`config.mk`:
```
export PLATFORM = sky130hd
export DESIGN_NAME = zstd_frame_sequencer
export DESIGN_NICKNAME = d
export VERILOG_FILES = /design/src/rtl/zstd_frame_sequencer.sv
export SDC_FILE = /design/constraint.sdc
export NUM_CORES = 1
export LEC_CHECK = 0
export CORE_ASPECT_RATIO = 0.6
export CORE_UTILIZATION = 25
export CTS_BUF_LIST = sky130_fd_sc_hd__clkbuf_4 sky130_fd_sc_hd__clkbuf_8 sky130_fd_sc_hd__clkbuf_16
export CTS_CLUSTER_DIAMETER = 150
export DETAILED_ROUTE_END_ITERATION = 16
export GPL_ROUTABILITY_DRIVEN = 0
export SLEW_MARGIN = 40
export SYNTH_ARGS = -nofsm -noshare
export SYNTH_HDL_FRONTEND = slang
export SYNTH_SLANG_ARGS = --single-unit
export TNS_END_PERCENT = 5
```
`constraint.sdc`:
```
create_clock -name clk -period 4.9 [get_ports clk]
set_input_delay 0.735 -clock clk [delete_from_list [all_inputs] [get_ports clk]]
set_output_delay 0.735 -clock clk [all_outputs]
set_load 0.05 [all_outputs]
```
`src/rtl/zstd_frame_sequencer.sv`:
```
// zstd_frame_sequencer: sequences a zstd frame through header, block dispatch loop and optional checksum
module zstd_frame_sequencer #(
  parameter int MAX_BLOCK_SIZE = 131072
) (
  input  logic        clk,
  input  logic        reset,
  input  logic        frame_start,
  input  logic [15:0] in_data,
  input  logic        in_valid,
  output logic        in_ready,
  output logic [1:0]  stream_owner,
  output logic        hdr_start,
  input  logic        hdr_finished,
  input  logic        hdr_checksum_flag,
  input  logic        hdr_spare_valid,
  input  logic [7:0]  hdr_spare_byte,
  output logic        blk_start,
  output logic [1:0]  blk_type,
  output logic [20:0] blk_size,
  output logic        blk_last,
  output logic        blk_spare_valid,
  output logic [7:0]  blk_spare_byte,
  input  logic        blk_done,
  input  logic        done_spare_valid,
  input  logic [7:0]  done_spare_byte,
  output logic        chk_valid,
  output logic [31:0] chk_value,
  output logic        frame_done,
  output logic        err,
  output logic [1:0]  err_code
);
  typedef enum logic [3:0] {
    IDLE, HDR_START, HDR_WAIT, BH_READ, BH_CHECK, BLK_START, BLK_WAIT, CHK_READ, DONE, ERROR
  } state_t;
  state_t state;
  logic spare_v, chk_flag, accept, full, extra;
  logic [7:0] spare_b;
  logic [2:0] n, need;
  logic [39:0] col, col_nx;
  assign blk_spare_valid = spare_v;
  assign blk_spare_byte = spare_b;
  assign accept = in_ready && in_valid;
  assign need = state == CHK_READ ? 3'd4 : 3'd3;
  assign full = n + 3'd2 >= need;
  assign extra = n + 3'd2 > need;
  // collector is little-endian by byte index; n counts bytes already held (seeded with the spare)
  assign col_nx = col | ({24'b0, in_data[7:0], in_data[15:8]} << {n, 3'b000});
  always_ff @(posedge clk) begin
    if (reset) begin
      state <= IDLE;
      in_ready <= 1'b0;
      stream_owner <= 2'd0;
      hdr_start <= 1'b0;
      blk_start <= 1'b0;
      blk_type <= 2'd0;
      blk_size <= 21'd0;
      blk_last <= 1'b0;
      chk_valid <= 1'b0;
      chk_value <= 32'd0;
      frame_done <= 1'b0;
      err <= 1'b0;
      err_code <= 2'd0;
      spare_v <= 1'b0;
      spare_b <= 8'd0;
      chk_flag <= 1'b0;
      n <= 3'd0;
      col <= 40'd0;
    end else begin
      hdr_start <= 1'b0;
      blk_start <= 1'b0;
      chk_valid <= 1'b0;
      frame_done <= 1'b0;
      case (state)
        IDLE, ERROR: if (frame_start) begin
          state <= HDR_START;
          hdr_start <= 1'b1;
          stream_owner <= 2'd1;
          spare_v <= 1'b0;
          spare_b <= 8'd0;
          err <= 1'b0;
          err_code <= 2'd0;
        end
        HDR_START: state <= HDR_WAIT;
        HDR_WAIT: if (hdr_finished) begin
          chk_flag <= hdr_checksum_flag;
          spare_v <= hdr_spare_valid;
          spare_b <= hdr_spare_byte;
          n <= {2'b0, hdr_spare_valid};
          col <= {32'b0, hdr_spare_valid ? hdr_spare_byte : 8'h00};
          stream_owner <= 2'd0;
          in_ready <= 1'b1;
          state <= BH_READ;
        end
        BH_READ, CHK_READ: if (accept) begin
          col <= col_nx;
          n <= n + 3'd2;
          if (full) begin
            in_ready <= 1'b0;
            spare_v <= extra;
            spare_b <= in_data[7:0];
            state <= state == BH_READ ? BH_CHECK : DONE;
            chk_valid <= state == CHK_READ;
            frame_done <= state == CHK_READ;
            if (state == CHK_READ) chk_value <= col_nx[31:0];
          end
        end
        BH_CHECK: begin
          blk_last <= col[0];
          blk_type <= col[2:1];
          blk_size <= col[23:3];
          if (col[2:1] == 2'd3) begin
            state <= ERROR;
            err <= 1'b1;
            err_code <= 2'd1;
          end else if (col[23:3] > 21'(MAX_BLOCK_SIZE)) begin
            state <= ERROR;
            err <= 1'b1;
            err_code <= 2'd2;
          end else begin
            state <= BLK_START;
            blk_start <= 1'b1;
            stream_owner <= 2'd2;
          end
        end
        BLK_START: state <= BLK_WAIT;
        BLK_WAIT: if (blk_done) begin
          spare_v <= done_spare_valid;
          spare_b <= done_spare_byte;
          n <= {2'b0, done_spare_valid};
          col <= {32'b0, done_spare_valid ? done_spare_byte : 8'h00};
          stream_owner <= 2'd0;
          if (!blk_last) begin
            state <= BH_READ;
            in_ready <= 1'b1;
          end else if (chk_flag) begin
            state <= CHK_READ;
            in_ready <= 1'b1;
          end else begin
            state <= DONE;
            frame_done <= 1'b1;
          end
        end
        DONE: begin
          state <= IDLE;
          spare_v <= 1'b0;
          spare_b <= 8'd0;
        end
        default: state <= IDLE;
      endcase
    end
  end
endmodule

```
* Word-level counts from Yosys, hierarchy flattened
Cells that the tools add are included.
** Storage, ports and cells
- Bits in registers :: 123
- Word-level logic and storage cells :: 127
** Operators by class
- Reduce and logical (&&, ||, !) cells :: 19
- Bitwise gates (word level) :: 4
- Order comparisons :: 3
- Shift operators :: 1
- Equal/unequal tests :: 19
- $add $sub $neg :: 1
- Mux-type cells :: 62
** Operators with widths (number)
- $mux 40 :: 3
- $pmux 40 s3 :: 1
- $mux 8 :: 7
- $mux 4 :: 10
- $or 40x40->40 :: 1
- $pmux 8 s5 :: 1
- $shl 16x6->40 :: 1
- $pmux 4 s7 :: 1
- $gt 21x18->1 const B :: 1
- $mux 1 :: 20
- $reduce_and 6->1 :: 3
- $eq 4x3->1 const B :: 4
- $mux 2 :: 8
- $ne 2x2->1 const B :: 7
- $mux 3 :: 4
- $pmux 3 s3 :: 1
- $eq 4x2->1 const B :: 2
- $eq 4x4->1 const B :: 2
- $pmux 2 s4 :: 1
- $reduce_and 4->1 :: 2
- $reduce_or 2->1 :: 4
- $ne 3x3->1 const B :: 2
- $pmux 1 s5 :: 1
- $reduce_and 5->1 :: 1
- other kinds (18) :: 21

* Logic depth before layout (Yosys ltp)
Gate-level depths: netlist of the first run.
- Depth in word-level cells :: 6
- Mapped depth :: 10

* Worst setup path after synthesis of the first run
Ideal clock, no wire load.
- Kind :: reg2reg
- Start point :: reg state[3]
- End point :: reg chk_value[25]
- Arrival time :: 1951 ps
- Period minus slack after synthesis :: 2098 ps
- Stages on the path, launching flop included :: 11
- Setup slack :: 2802 ps
- Required time :: 4754 ps
- Setup time :: 146 ps
- Buffers on the path :: 3
- Cell sequence :: dfxtp_1 -> buf_6 -> and4b_1 -> inv_1 -> ha_1 -> o21a_1 -> o211a_1 -> buf_6 -> buf_4 -> nor2_1 -> a211oi_2
** Between the ends
- Cells in the longest elaborated chain, start to end :: 4
** Ends and longest elaborated chain
- start: declaration :: line 35 : state_t state;
- start signal: assignment :: line 101 : state <= state == BH_READ ? BH_CHECK : DONE;
- $eq 4x3->1 :: line 43, 73, 104
- $mux 3 :: line 43 : assign need = state == CHK_READ ? 3'd4 : 3'd3;
- $ge 3x3->1 :: line 44 : assign full = n + 3'd2 >= need;
- $reduce_and 4->1 (no source line) (*)
- end signal: assignment :: line 104 : if (state == CHK_READ) chk_value <= col_nx[31:0];
- end: declaration :: line 27 : output logic [31:0] chk_value,
Mark *: on every way between the ends. The rest lies on a longest branch, timed or not.
A chain may end at the register's enable or synchronous reset.

* Worst setup path after layout of the first run
- Start point :: reg state[0]
- End point :: reg state[1]
** Between the ends
- Cells in the longest elaborated chain, start to end :: 5
** Ends and longest elaborated chain (line)
- $eq 4x3->1 :: 43, 73
- $mux 3 :: 43
- $ge 3x3->1 :: 44
- $ne 2x2->1 (no source line)
- $reduce_and 5->1 (no source line)
Several ways; a longest one is shown, not always the timed one.

==> run metrics, run 1 <==
Top-Level Pins=116; met3 wire len=1730 µm; count leader, synth=dfxtp_1; max_cap viols=0; drt drc=0; end-of-flow core utilization=34.2%; sw frac=a little under two fifths; hold buffers post-CTS=0; clock buffer depth=2; H-tree depth=4; design area=7200 µm²; setup repair bufs after CTS=0; Synth top area share=42.7%; asr flop ratio synth=0%; Arrival @ worst endpoint=3.14 ns; leading area contributor after synthesis=dfxtp_1; clk_skew=0.0109 ns; Req. time, crit path=5.17 ns; Root Driver=clkbuf_16; Die Wd=192 µm; final setup TNS=0 ns; synthesized area=5390 µm²; crit-path cells=and4b_1, inv_1, ha_1, o2111ai_2, a21oi_2, a21boi_1, o32ai_1; Final #Nets=753; relative slew slack=roughly two fifths; initial core utilization=25.6%; grt ovf=0; Tightest Pin Transition=0.887 ns; Synth Register Bits=between 100 and 150; Syn. warnings=0; initial antenna violation count=1; site row count=41; vias=5084; first-pass GRT wire length=~28000 µm; Pwr per Cell Area=between 400 and 500 nW/µm²; Critical Path Start Type=flop; total routed wire length on the met1 layer=a little under 10000 µm; share of layout cells above drive strength 1=12.3%; top cells by area, synth=dfxtp_1, a21oi_1, a211oi_2, nor2_1, nand2_1; largest net degree at the start of global routing=91; Avg WL per Cell=~18 µm; vias per cell=5.06; final period utilization=just under 60%; WS Path Type=reg2reg; Sequential Power Share=36.0%; combinational share of power=roughly 27%; Inserted Clock Buffers=17; vias in the first global route=approximately 4600; Syn Nets=670; Hold Crit Class=reg2reg; Tot Pwr=a little over 3 mW; RSZ-0062 raised after global routing=no; outcome=complete, no violations; Max stage delay on crit path=0.75 ns; crit path buf inv count=1; peak supply drop=0.298 mV; LEAKAGE=2.32 nW; Clk pwr share=36.6%; First-pass DRT Iterations=5; Global Route Usage Sum=16.6%; fmax=349 MHz; Post-synth EDFFs=0; Internal=between 1.5 and 2 mW; die area=22200 µm²; Hold WS=0.455 ns; CTS sink cnt=~120; Final Hold Fails=0; port bufs=between 100 and 150; Resized Gates After CTS=0; endpoint type of the worst setup path=flop; Starting DRT DRC Count=628; placed cell area=6660 µm²; Top Family by Delay on Critical Path=compound AO/OA/AOI/OAI gates; top sig layer=met4; Final ANT Viol Nets=0; CP max-delay cell=dfxtp_1; Syn Inst Count=roughly 630; Synth top cells by count=dfxtp_1, nor2_1, a21oi_1; min Tclk post-route=2.87 ns; sequential share of the synthesized area=42.7%; main flop type after synthesis=dfxtp_1; met2 WL post-DR=between 6000 and 7000 µm; area of the core=21100 µm²; Max Slew Vio Count=0; clock slew at reported path FFs=0.06 ns; Psw=around 1.2 mW; Layout area overhead=33.5%; Synth Area per Inst=roughly 8.6 µm²; final wirelength=18100 µm; Setup-failing EPs final=0; Unique masters post-synth=56; Clock Latency Late Sink=just over 0.4 ns; CP Max Fanout=17; CTS tree=yes; Die Ht=116 µm; HPWL Detailed=~13000 µm
-- layout make-up --
type,count,area (µm²)
diodes,1,2.50
clock buffers,17,425
clock inverters,15,113
fillers,2191,13900
inverters,1,3.75
multi-input cells,457,2810
flip-flops and latches,115,2300
well taps,279,349
repair buffers,119,1190
-- cells by family (layout without fill, tap and decap cells) --
logic type / after synthesis / count (layout) / synth area share (%)
other: 0 / 1 / 0
adders and majority gates: 1 / 1 / 0.232
muxes: 18 / 18 / 3.53
DFF: 115 / 115 / 42.7
xor gates and xnor gates: 3 / 3 / 0.487
and+or+nand+nor: 222 / 222 / 18.8
AOI/OAI and AO/OA: 213 / 213 / 28.9
buffers and inverters: 56 / 152 / 5.36
-- layout by cell type, fill, tap and decap left out, types with 3 or more instances in the layout --
cell type,Yosys,routed
a211oi_2,33,33
clkinvlp_4,0,5
clkbuf_16,0,17
a22oi_1,33,33
o21ai_0,19,19
nand2b_1,12,12
o21ai_1,4,4
buf_4,4,3
a32oi_1,8,8
o32ai_1,3,3
nand4_1,4,4
o21a_1,11,11
clkinv_2,0,4
nor2_1,86,86
mux2_2,8,8
clkinv_4,0,4
a21oi_1,83,83
and2_1,4,4
nor4_1,4,4
and4b_1,3,3
clkdlybuf4s50_1,0,114
nor3_1,6,6
dfxtp_1,115,115
nor2b_1,8,7
nand2_1,81,81
mux2i_1,10,10
-- layer usage --
| layer | GRT usage (%) | vias up |
|---|---|---|
| met5 | 0 | - |
| li1 | - | 2416 |
| met2 | 20.6 | 231 |
| met3 | 4.97 | 18 |
| met4 | 4.44 | 0 |
| met1 | 26.4 | 2419 |
-- worst paths after layout --
path / startpoint / endpoint / slack, ns / depth (start not counted)
setup reg to reg: state[0]$_SDFFE_PP0P_ / state[1]$_SDFFE_PP0P_ / 2.03 / 7
hold reg to reg: blk_size[17]$_SDFFE_PP0P_ / blk_size[17]$_SDFFE_PP0P_ / 0.45 / 2
hold / removal: blk_size[17]$_SDFFE_PP0P_ / blk_size[17]$_SDFFE_PP0P_ / 0.45 / 2
setup / recovery: state[0]$_SDFFE_PP0P_ / state[1]$_SDFFE_PP0P_ / 2.03 / 7
-- worst register-to-register path, cell delays in order, from the launching register on --
cell and delay, ns:
dfxtp_1 0.75, and4b_1 0.40, inv_1 0.10, ha_1 0.38, o2111ai_2 0.15, a21oi_2 0.62
a21boi_1 0.24, o32ai_1 0.09
-- metrics by stage --
step | instances | worst slack (ns)
final | 1004 | 2.03
after global placement | 971 | 2.06
after floorplan | 628 | 2.80
after global routing | 1003 | 1.83
after CTS | 1003 | 2.06
after detailed placement | 971 | 2.08
-- state kept, by name, summed over array words and instances, names as in the netlist, 2 cells and up --
signal and flops:
n 3, blk_size 21, err_code 2, chk_value 32, blk_spare_byte 8, blk_type 2
state 4, col 32, stream_owner 2
-- power by group through the flow --
stage | clock, mW | combinational [mW] | sequential (mW)
2_1_floorplan | 0 | 0.618 | 1.10
3_3_place_gp | 0 | 0.819 | 1.12
3_5_place_dp | 0 | 0.825 | 1.12
4_1_cts | 1.14 | 0.828 | 1.10
5_1_grt | 1.19 | 0.909 | 1.12
6_report | 1.13 | 0.844 | 1.11
Note: power is estimated with default switching activity, not from simulation.
==> run 2, diff against run 1 <==
==> constraint.sdc (replaced) <==
create_clock -name clk -period 2.7 [get_ports clk]
set_input_delay 0.405 -clock clk [delete_from_list [all_inputs] [get_ports clk]]
set_output_delay 0.405 -clock clk [all_outputs]
set_load 0.05 [all_outputs]
==> run 2 against run 1 <==
Clock power is 87% higher. Clock skew is 0.00073 ns higher. Fmax is 25% higher. Highest routed layer unchanged. Critical path type unchanged. Flip-flop and latch count stayed put. Worst setup slack worse by 1.6 ns. Total power is 87% higher. Final cell count is 1.7% higher. Worst hold slack worse by 0.037 ns. Design area is 2.0% higher. Critical endpoint is now chk_value[11]$_SDFFE_PP0P_.
==> run metrics, run 2 (same netlist as run 1, synthesis figures left out) <==
Top Family by Delay on Critical Path=compound AO/OA/AOI/OAI gates; hold buffers post-CTS=0; R2R Setup Slk=0.40 ns; RSZ-0062 raised after global routing=no; clock slew at reported path FFs=0.06 ns; initial core utilization=25.6%; biggest regs=chk_value x32, col x32, blk_size x21; Die Ht=116 µm; Hold Crit Class=in2reg; die area=22200 µm²; endpoint type of the worst setup path=flop; Global Route Usage Sum=16.8%; crit path buf inv count=2; CP max-delay cell=ha_1; Die Wd=192 µm; most frequent cells in the layout=dfxtp_1, clkdlybuf4s50_1, nor2_1; First-pass DRT Iterations=6; crit-path cells=and4b_1, inv_1, ha_1, o21a_1, o211a_2, buf_12, nor2_1, a211oi_2; clock buffer depth=2; Layout area overhead=36.2%; Arrival @ worst endpoint=about 2.6 ns; min Tclk post-route=2.30 ns; CTS sink cnt=115; share of layout cells above drive strength 1=roughly 14%; max_cap viols=0; setup repair bufs after CTS=0; largest net degree at the start of global routing=66; H-tree depth=4; Setup-failing EPs final=0; port bufs=~120; Inserted Clock Buffers=17; area of the core=21100 µm²; initial antenna violation count=1; WS Path Type=reg2reg; vias in the first global route=between 4000 and 5000; vias per cell=5.05; Final #Nets=770; Max stage delay on crit path=0.38 ns; Final Hold Fails=0; first-pass GRT wire length=28000 µm; Root Driver=clkbuf_16; Clock Latency Late Sink=0.42 ns; CTS tree=yes; site row count=between 40 and 50; final period utilization=85.2%; clk_skew=roughly 0.012 ns; Max Slew Vio Count=0; Hold WS=between 0.4 and 0.5 ns; design area=7340 µm²; vias=5155; Critical Path Start Type=flop; final setup TNS=0 ns; Final ANT Viol Nets=0; relative slew slack=51.6%; peak supply drop=0.496 mV; grt ovf=0; Avg WL per Cell=around 18 µm; LEAKAGE=around 2.4 nW; fmax=~430 MHz; HPWL Detailed=13600 µm; Req. time, crit path=3.04 ns; Top-Level Pins=116; final wirelength=18400 µm; Starting DRT DRC Count=499; Resized Gates After CTS=0; drt drc=0; Tightest Pin Transition=0.724 ns; commonest non-fill, non-tap cell in the layout=dfxtp_1; Pwr per Cell Area=786 nW/µm²; CP Max Fanout=65; outcome=complete, no violations; placed cell area=around 6800 µm²
[run 2: changes by cell type in the layout (fill, tap and decap cells not counted)]
cell and delta:
buf_12 +1, nor3_4 -1, buf_6 -1, nor3_2 +1, clkinvlp_4 -1, clkinv_4 -1
inv_6 +5, buf_4 +17, clkinv_2 -3
[run 2: worst paths after layout]
kind / startpoint / cells past startpoint / to
max reg2reg: state[3]$_SDFFE_PP0P_ / 8 / chk_value[11]$_SDFFE_PP0P_
min reg2reg: blk_size[3]$_SDFFE_PP0P_ / 2 / blk_size[3]$_SDFFE_PP0P_
max: state[3]$_SDFFE_PP0P_ / 8 / chk_value[11]$_SDFFE_PP0P_
min: reset / 2 / blk_start$_SDFF_PP0_
[run 2: metrics by stage]
stage	setup slack, ns	cells	util (%)	total power [mW]
floorplan	0.602	628	-	3.12
global placement	0.379	988	32.2	3.65
detailed placement	0.359	988	32.2	3.65
CTS	0.456	1020	34.8	5.76
global route	0.270	1020	34.8	6.03
finish	0.400	1021	34.8	5.77
[run 2: routing by layer]
| metal | vias to the layer above | track usage (%) | routed length (µm) |
|---|---|---|---|
| met5 | - | 0 | 0 |
| met4 | 0 | 3.17 | 84 |
| met3 | 8 | 6.18 | 1850 |
| met2 | 225 | 20.7 | 6830 |
| met1 | 2469 | 26.6 | 9660 |
| li1 | 2453 | - | - |
[run 2: cell type report]
class | count | area (µm²)
Antenna cell | 1 | 2.50
Clock buffer | 17 | 425
Clock inverter | 15 | 125
Fill cell | 2174 | 13700
Inverter | 1 | 3.75
Multi-Input combinational cell | 457 | 2810
Sequential cell | 115 | 2300
Tap cell | 279 | 349
Timing Repair Buffer | 136 | 1330
[run 2: power by group]
part           switching (mW)  total [mW]  internal, mW
clock                   0.909        2.11          1.20
combinational            1.15        1.77         0.625
sequential              0.102        1.89          1.79
==> run 3, diff against run 2 <==
--- a/config.mk
+++ b/config.mk
@@ -11,6 +11,7 @@
 export CTS_CLUSTER_DIAMETER = 150
 export DETAILED_ROUTE_END_ITERATION = 16
 export GPL_ROUTABILITY_DRIVEN = 0
+export SKIP_CTS_REPAIR_TIMING = 1
 export SLEW_MARGIN = 40
 export SYNTH_ARGS = -nofsm -noshare
 export SYNTH_HDL_FRONTEND = slang
==> results of run 3 <==
Final layout, timing and power as in run 2 (identical DEF).
